==> src/rtl/uart_pkg.sv <==
// rtl/uart_pkg.sv - shared state encoding and constants for the UART transmitter
// Optional parity state is present only when UART_TX_PARITY_EN is defined.
package uart_pkg;

    localparam int          UART_DATA_BITS = 8;
    localparam logic [31:0] UART_TX_ADDR   = 32'h1001_0030;

    typedef enum logic [2:0] {
        ST_IDLE,
        ST_START,
        ST_DATA,
`ifdef UART_TX_PARITY_EN
        ST_PARITY,
`endif
        ST_STOP
    } tx_state_t;

endpackage

==> src/rtl/uart_baud_counter.sv <==
// rtl/uart_baud_counter.sv - per-bit boundary tick generator for the UART transmitter
module uart_baud_counter #(
    parameter int CLKS_PER_BIT = 434
) (
    input  logic clk,
    input  logic rst,
    input  logic i_clear,
    input  logic i_enable,
    output logic o_tick
);

    localparam int            CW   = $clog2(CLKS_PER_BIT);
    localparam logic [CW-1:0] LAST = CW'(CLKS_PER_BIT - 1);

    logic [CW-1:0] r_count;

    assign o_tick = i_enable && (r_count == LAST);

    // Counter wraps to 0 on every bit boundary and holds while disabled.
    always_ff @(posedge clk) begin
        if (rst || i_clear) begin
            r_count <= '0;
        end else if (i_enable) begin
            r_count <= o_tick ? '0 : r_count + CW'(1);
        end
    end

endmodule

==> src/rtl/uart_tx_periph.sv <==
// rtl/uart_tx_periph.sv - memory-mapped 8N1 UART transmitter (even parity with UART_TX_PARITY_EN)
module uart_tx_periph
    import uart_pkg::*;
#(
    parameter int CLKS_PER_BIT = 434,
    parameter int DATA_WIDTH   = 32
) (
    input  logic                  clk,
    input  logic                  rst,
    input  logic                  wr_en,
    input  logic [DATA_WIDTH-1:0] wr_data,
    output logic                  tx,
    output logic                  busy,
    output logic                  tx_done,
    output logic                  overrun
);

    tx_state_t                   r_state;
    logic [UART_DATA_BITS-1:0]   r_shift;
    logic [2:0]                  r_bit_cnt;
    logic                        r_tx;
    logic                        r_busy;
    logic                        r_tx_done;
    logic                        r_overrun;
`ifdef UART_TX_PARITY_EN
    logic                        r_parity;
`endif

    logic w_accept;
    logic w_drop;
    logic w_tick;
    logic w_unused_hi;

    assign w_accept    = wr_en && (r_state == ST_IDLE);
    assign w_drop      = wr_en && (r_state != ST_IDLE);
    assign w_unused_hi = ^wr_data[DATA_WIDTH-1:UART_DATA_BITS];

    uart_baud_counter #(
        .CLKS_PER_BIT (CLKS_PER_BIT)
    ) u_baud (
        .clk      (clk),
        .rst      (rst),
        .i_clear  (w_accept),
        .i_enable (r_state != ST_IDLE),
        .o_tick   (w_tick)
    );

    always_ff @(posedge clk) begin
        if (rst) begin
            r_state   <= ST_IDLE;
            r_shift   <= '0;
            r_bit_cnt <= '0;
            r_tx      <= 1'b1;
            r_busy    <= 1'b0;
            r_tx_done <= 1'b0;
            r_overrun <= 1'b0;
`ifdef UART_TX_PARITY_EN
            r_parity  <= 1'b0;
`endif
        end else begin
            r_tx_done <= 1'b0;
            if (w_drop) begin
                r_overrun <= 1'b1;
            end else if (w_accept) begin
                r_overrun <= 1'b0;
            end

            case (r_state)
                ST_IDLE: begin
                    if (w_accept) begin
                        r_shift   <= wr_data[UART_DATA_BITS-1:0];
                        r_bit_cnt <= '0;
                        r_tx      <= 1'b0;
                        r_busy    <= 1'b1;
                        r_state   <= ST_START;
`ifdef UART_TX_PARITY_EN
                        r_parity  <= ^wr_data[UART_DATA_BITS-1:0];
`endif
                    end
                end
                ST_START: begin
                    if (w_tick) begin
                        r_tx    <= r_shift[0];
                        r_shift <= r_shift >> 1;
                        r_state <= ST_DATA;
                    end
                end
                ST_DATA: begin
                    if (w_tick) begin
                        if (r_bit_cnt == 3'(UART_DATA_BITS - 1)) begin
`ifdef UART_TX_PARITY_EN
                            r_tx    <= r_parity;
                            r_state <= ST_PARITY;
`else
                            r_tx    <= 1'b1;
                            r_state <= ST_STOP;
`endif
                        end else begin
                            r_tx      <= r_shift[0];
                            r_shift   <= r_shift >> 1;
                            r_bit_cnt <= r_bit_cnt + 3'd1;
                        end
                    end
                end
`ifdef UART_TX_PARITY_EN
                ST_PARITY: begin
                    if (w_tick) begin
                        r_tx    <= 1'b1;
                        r_state <= ST_STOP;
                    end
                end
`endif
                ST_STOP: begin
                    if (w_tick) begin
                        r_busy    <= 1'b0;
                        r_tx_done <= 1'b1;
                        r_state   <= ST_IDLE;
                    end
                end
                default: r_state <= ST_IDLE;
            endcase
        end
    end

    assign tx      = r_tx;
    assign busy    = r_busy;
    assign tx_done = r_tx_done;
    assign overrun = r_overrun;

endmodule

==> config.mk <==
export PLATFORM = sky130hd
export DESIGN_NAME = uart_tx_periph
export DESIGN_NICKNAME = d
export VERILOG_FILES = /design/src/rtl/uart_pkg.sv /design/src/rtl/uart_baud_counter.sv /design/src/rtl/uart_tx_periph.sv
export SDC_FILE = /design/constraint.sdc
export NUM_CORES = 1
export LEC_CHECK = 0
export CORE_ASPECT_RATIO = 1.1
export CORE_MARGIN = 3
export CORE_UTILIZATION = 51
export CTS_CLUSTER_DIAMETER = 150
export DETAILED_ROUTE_END_ITERATION = 12
export PLACE_DENSITY = 0.84
export RECOVER_POWER = 50
export SYNTH_ARGS = -nofsm -noshare
export SYNTH_HDL_FRONTEND = slang
export SYNTH_SLANG_ARGS = --single-unit
==> constraint.sdc <==
create_clock -name clk -period 5.3 [get_ports clk]
set_input_delay 0.795 -clock clk [delete_from_list [all_inputs] [get_ports clk]]
set_output_delay 0.795 -clock clk [all_outputs]
set_load 0.1 [all_outputs]
==> results.cfg <==
[setup_path]
timing_worst_setup_path_type = reg -> reg
critical_path_arrival_ns = 3.09
delay_heaviest_family_cp = compound AO/OA/AOI/OAI gates
timing.critical_path.fanout_max = 14
critPathBufInv = 1
worst_setup_path_start_kind = flip-flop
timing.critical_path.slowest_stage_cell = sky130_fd_sc_hd__o31ai_1
worst_ep_required_time_ns = 5.53
setup_crit_end_kind = flip-flop
critPathMaxStageDelay_ns = 0.89
timing.critical_path.cells = inv_1 > ha_1 > or4b_1 > o31ai_1 > nor3_1 > a31o_1

[logic_synthesis]
synth.cell_area_um2 = 1410
postSynthNetCount = 194
netlist_cell_types = 40
postSynthRegisterBits = 26
ys_warnings = 0
number_of_enable_flip_flop_cells_after_synthesis = 0
syn-mean-instance-area_um2 = 9.38
synth_async_sr_flop_share_pct = 0
synth_largest_type_area_fraction_pct = 37.0
synth_flop_cell = sky130_fd_sc_hd__dfxtp_1
yosys.area.top_type = sky130_fd_sc_hd__dfxtp_1
synth_seq_area_share_pct = 37.0
ys_top_cells_by_area = sky130_fd_sc_hd__dfxtp_1 (37%), sky130_fd_sc_hd__ha_1 (8.0%), sky130_fd_sc_hd__mux2i_1 (6.4%)
synth_instances = 150

[sta]
timing.final.crit_share_pct = 53.8
final_hold_viol_count = 0
final_critical_path_time_including_i_o_delays_and_setup_ns = 2.85
timing.clock.skew_ns = 0.00453
tns_ns = 0
setup_repair_after_global_routing_missed_its_margin = false
slew_viol_final = 0
max_slew_margin_pct = 32.6
worst_pin_slew_ns = 1.00
setup_violations = 0
achievable-frequency_mhz = 350

[route]
routed_wl_um = 2700
vias = 1116
detail_route.drc_violations = 0
drt_iter0_drc = 36
antenna_violating_nets_post_route = 0
detail_route.wl_per_cell_um = 14.0
firstDrtPassIters = 4
vias_per_cell = 5.81

[grt]
grt_start_max_net_pins = 24
grt_antenna_before_repair = 0
global_route.usage.total_pct = 16.0
grt-ovfl-total = 0
vias_in_the_first_global_route = 1079
grt_first_pass_wirelength_um = 4460

[floorplanning]
die-width_um = 56.1
design.die.area_um2 = 3430
io_pins = 39
die_h_um = 61.1
coreArea_um2 = 2570
floorplan.initialDensity_pct = 54.8
num_rows = 19

[clocking]
cts-buffers-inserted = 3
number_of_h_tree_levels = 1
tritoncts = done
clk_path_buf_depth = 2
clk-insertion-delay-late_ns = 0.32
clock_sinks = 26
clockRootBuffer = sky130_fd_sc_hd__clkbuf_4
postCtsSetupRepairBufs = 0
clkTransAtPathRegs_ns = 0.14
post_cts.resized_instances = 0
cts_hold_repair.buffers = 0

[layout]
synthToLayoutAreaGrowth_pct = 11.2
drive_gt1_share_pct = 8.07
fin_area_um2 = 1570
antenna_cells = 0
design.final.nets = 206

[pwr]
combinationalPowerShare_pct = 52.7
power_switching_share_pct = 44.4
ir_drop_uv = 344
static-leakage-power_nw = 0.564
seq_power_share_pct = 34.6
p_sw_mw = 0.354
pwr_density_cell_nw_per_um2 = 509
clock_power_share_pct = 12.7
p_int_mw = 0.443

[place]
dpl-instance-area_um2 = 1550
port_buffers = 14
gp_routability_congestion = 0.728
hpwlAfterDp_um = 2020

[run]
maxCapViolCount = 0

[outcome]
run_status = finished clean

[hold_path]
holdCritPathClass = reg -> reg
cell usage after synthesis, types with 2 or more instances:
library cell                n
sky130_fd_sc_hd__a211oi_1   2
sky130_fd_sc_hd__nand2_1    7
sky130_fd_sc_hd__nand4b_1   2
sky130_fd_sc_hd__nor3_1     4
sky130_fd_sc_hd__a21oi_1   15
sky130_fd_sc_hd__nand3_1    2
sky130_fd_sc_hd__o21ai_1    2
sky130_fd_sc_hd__ha_1       9
sky130_fd_sc_hd__or3_1      3
sky130_fd_sc_hd__o21ai_0    6
sky130_fd_sc_hd__xnor2_1    3
sky130_fd_sc_hd__inv_1      5
sky130_fd_sc_hd__nand2b_1   5
sky130_fd_sc_hd__buf_1      3
sky130_fd_sc_hd__a211oi_2   7
sky130_fd_sc_hd__nor2_1    16
sky130_fd_sc_hd__nor2b_1    2
sky130_fd_sc_hd__mux2i_1    9
sky130_fd_sc_hd__dfxtp_1   26
sky130_fd_sc_hd__xor2_1     2
sequential cells by signal, summed over array words and instances (netlist names):
signal,cells
r_state,2
overrun,1
tx,1
u_baud.r_count,9
tx_done,1
r_bit_cnt,3
r_shift,8
busy,1
power groups by stage:
stage / sequential (mW) / combinational, mW / clock, mW
after floorplan: 0.328 / 0.309 / 0
after global placement: 0.276 / 0.408 / 0
after detailed placement: 0.280 / 0.423 / 0
after CTS: 0.276 / 0.425 / 0.105
after global routing: 0.284 / 0.454 / 0.112
final: 0.276 / 0.420 / 0.101
cells in the final DEF, fill, tap and decap left out, drive strengths merged, types with 2 or more instances in the layout:
cell | Yosys | routed
dfxtp | 26 | 26
clkdlybuf4s50 | 0 | 12
o31ai | 2 | 2
nand2b | 5 | 5
nor3 | 5 | 5
ha | 9 | 9
or3 | 3 | 3
nor2 | 16 | 16
inv | 5 | 5
nor2b | 2 | 2
nand3 | 2 | 2
nand4b | 2 | 2
xor2 | 2 | 2
nand2 | 7 | 7
mux2i | 9 | 9
o21ai | 8 | 8
xnor2 | 3 | 3
clkbuf | 1 | 4
dlygate4sd3 | 0 | 2
a211oi | 9 | 9
a21oi | 15 | 15
layer usage:
layer  part of all wire [%]  GRT usage, %  vias up
met5                      0             0        -
met4                    1.3          5.76        0
met3                    1.9          1.89        4
met2                     52          31.7       11
met1                     45          18.0      536
li1                       -             -      565
cell type report:
type / count / area [µm²]
well taps: 31 / 38.8
repair buffers: 14 / 140
clock buffers: 4 / 36.3
inverters: 5 / 18.8
fillers: 229 / 1000
flip-flops and latches: 26 / 520
multi-input cells: 112 / 811
stage by stage:
| stage | power, mW | setup slack, ns | hold slack [ns] | cells | util [%] |
|---|---|---|---|---|---|
| floorplan | 0.637 | 3.17 | 0.441 | 150 | - |
| global placement | 0.684 | 2.53 | 0.455 | 188 | 60.3 |
| detailed placement | 0.704 | 2.43 | 0.469 | 188 | 60.3 |
| CTS | 0.805 | 2.41 | 0.487 | 192 | 61.7 |
| global route | 0.850 | 2.28 | 0.522 | 192 | 61.0 |
| finish | 0.797 | 2.45 | 0.483 | 192 | 61.0 |
worst paths after layout:
kind	from	end	slack, ns	depth (start not counted)
max	r_state[0]$_SDFFE_PP0P_	u_baud.r_count[1]$_SDFFE_PP0P_	2.45	6
min	r_shift[7]$_SDFFE_PP0P_	r_shift[7]$_SDFFE_PP0P_	0.48	2
max reg2reg	r_state[0]$_SDFFE_PP0P_	u_baud.r_count[1]$_SDFFE_PP0P_	2.45	6
min reg2reg	r_shift[7]$_SDFFE_PP0P_	r_shift[7]$_SDFFE_PP0P_	0.48	2
logic make-up after synthesis:
group                    count (synthesis)  synth area share [%]
AND/OR/NAND/NOR                         48                  18.2
AO/OA/AOI/OAI                           41                  23.2
flip-flops                              26                  37.0
buffers and inverters                   12                  4.09
multiplexers                             9                  6.40
adder cells (fa/ha/maj)                  9                  8.00
XOR/XNOR                                 5                  3.11
worst register-to-register path: stages (launching register included):
cell,delay (ns)
sky130_fd_sc_hd__dfxtp_1,0.42
sky130_fd_sc_hd__inv_1,0.10
sky130_fd_sc_hd__ha_1,0.36
sky130_fd_sc_hd__or4b_1,0.70
sky130_fd_sc_hd__o31ai_1,0.89
sky130_fd_sc_hd__nor3_1,0.09
sky130_fd_sc_hd__a31o_1,0.22
Power figures use the tool's default switching activity.
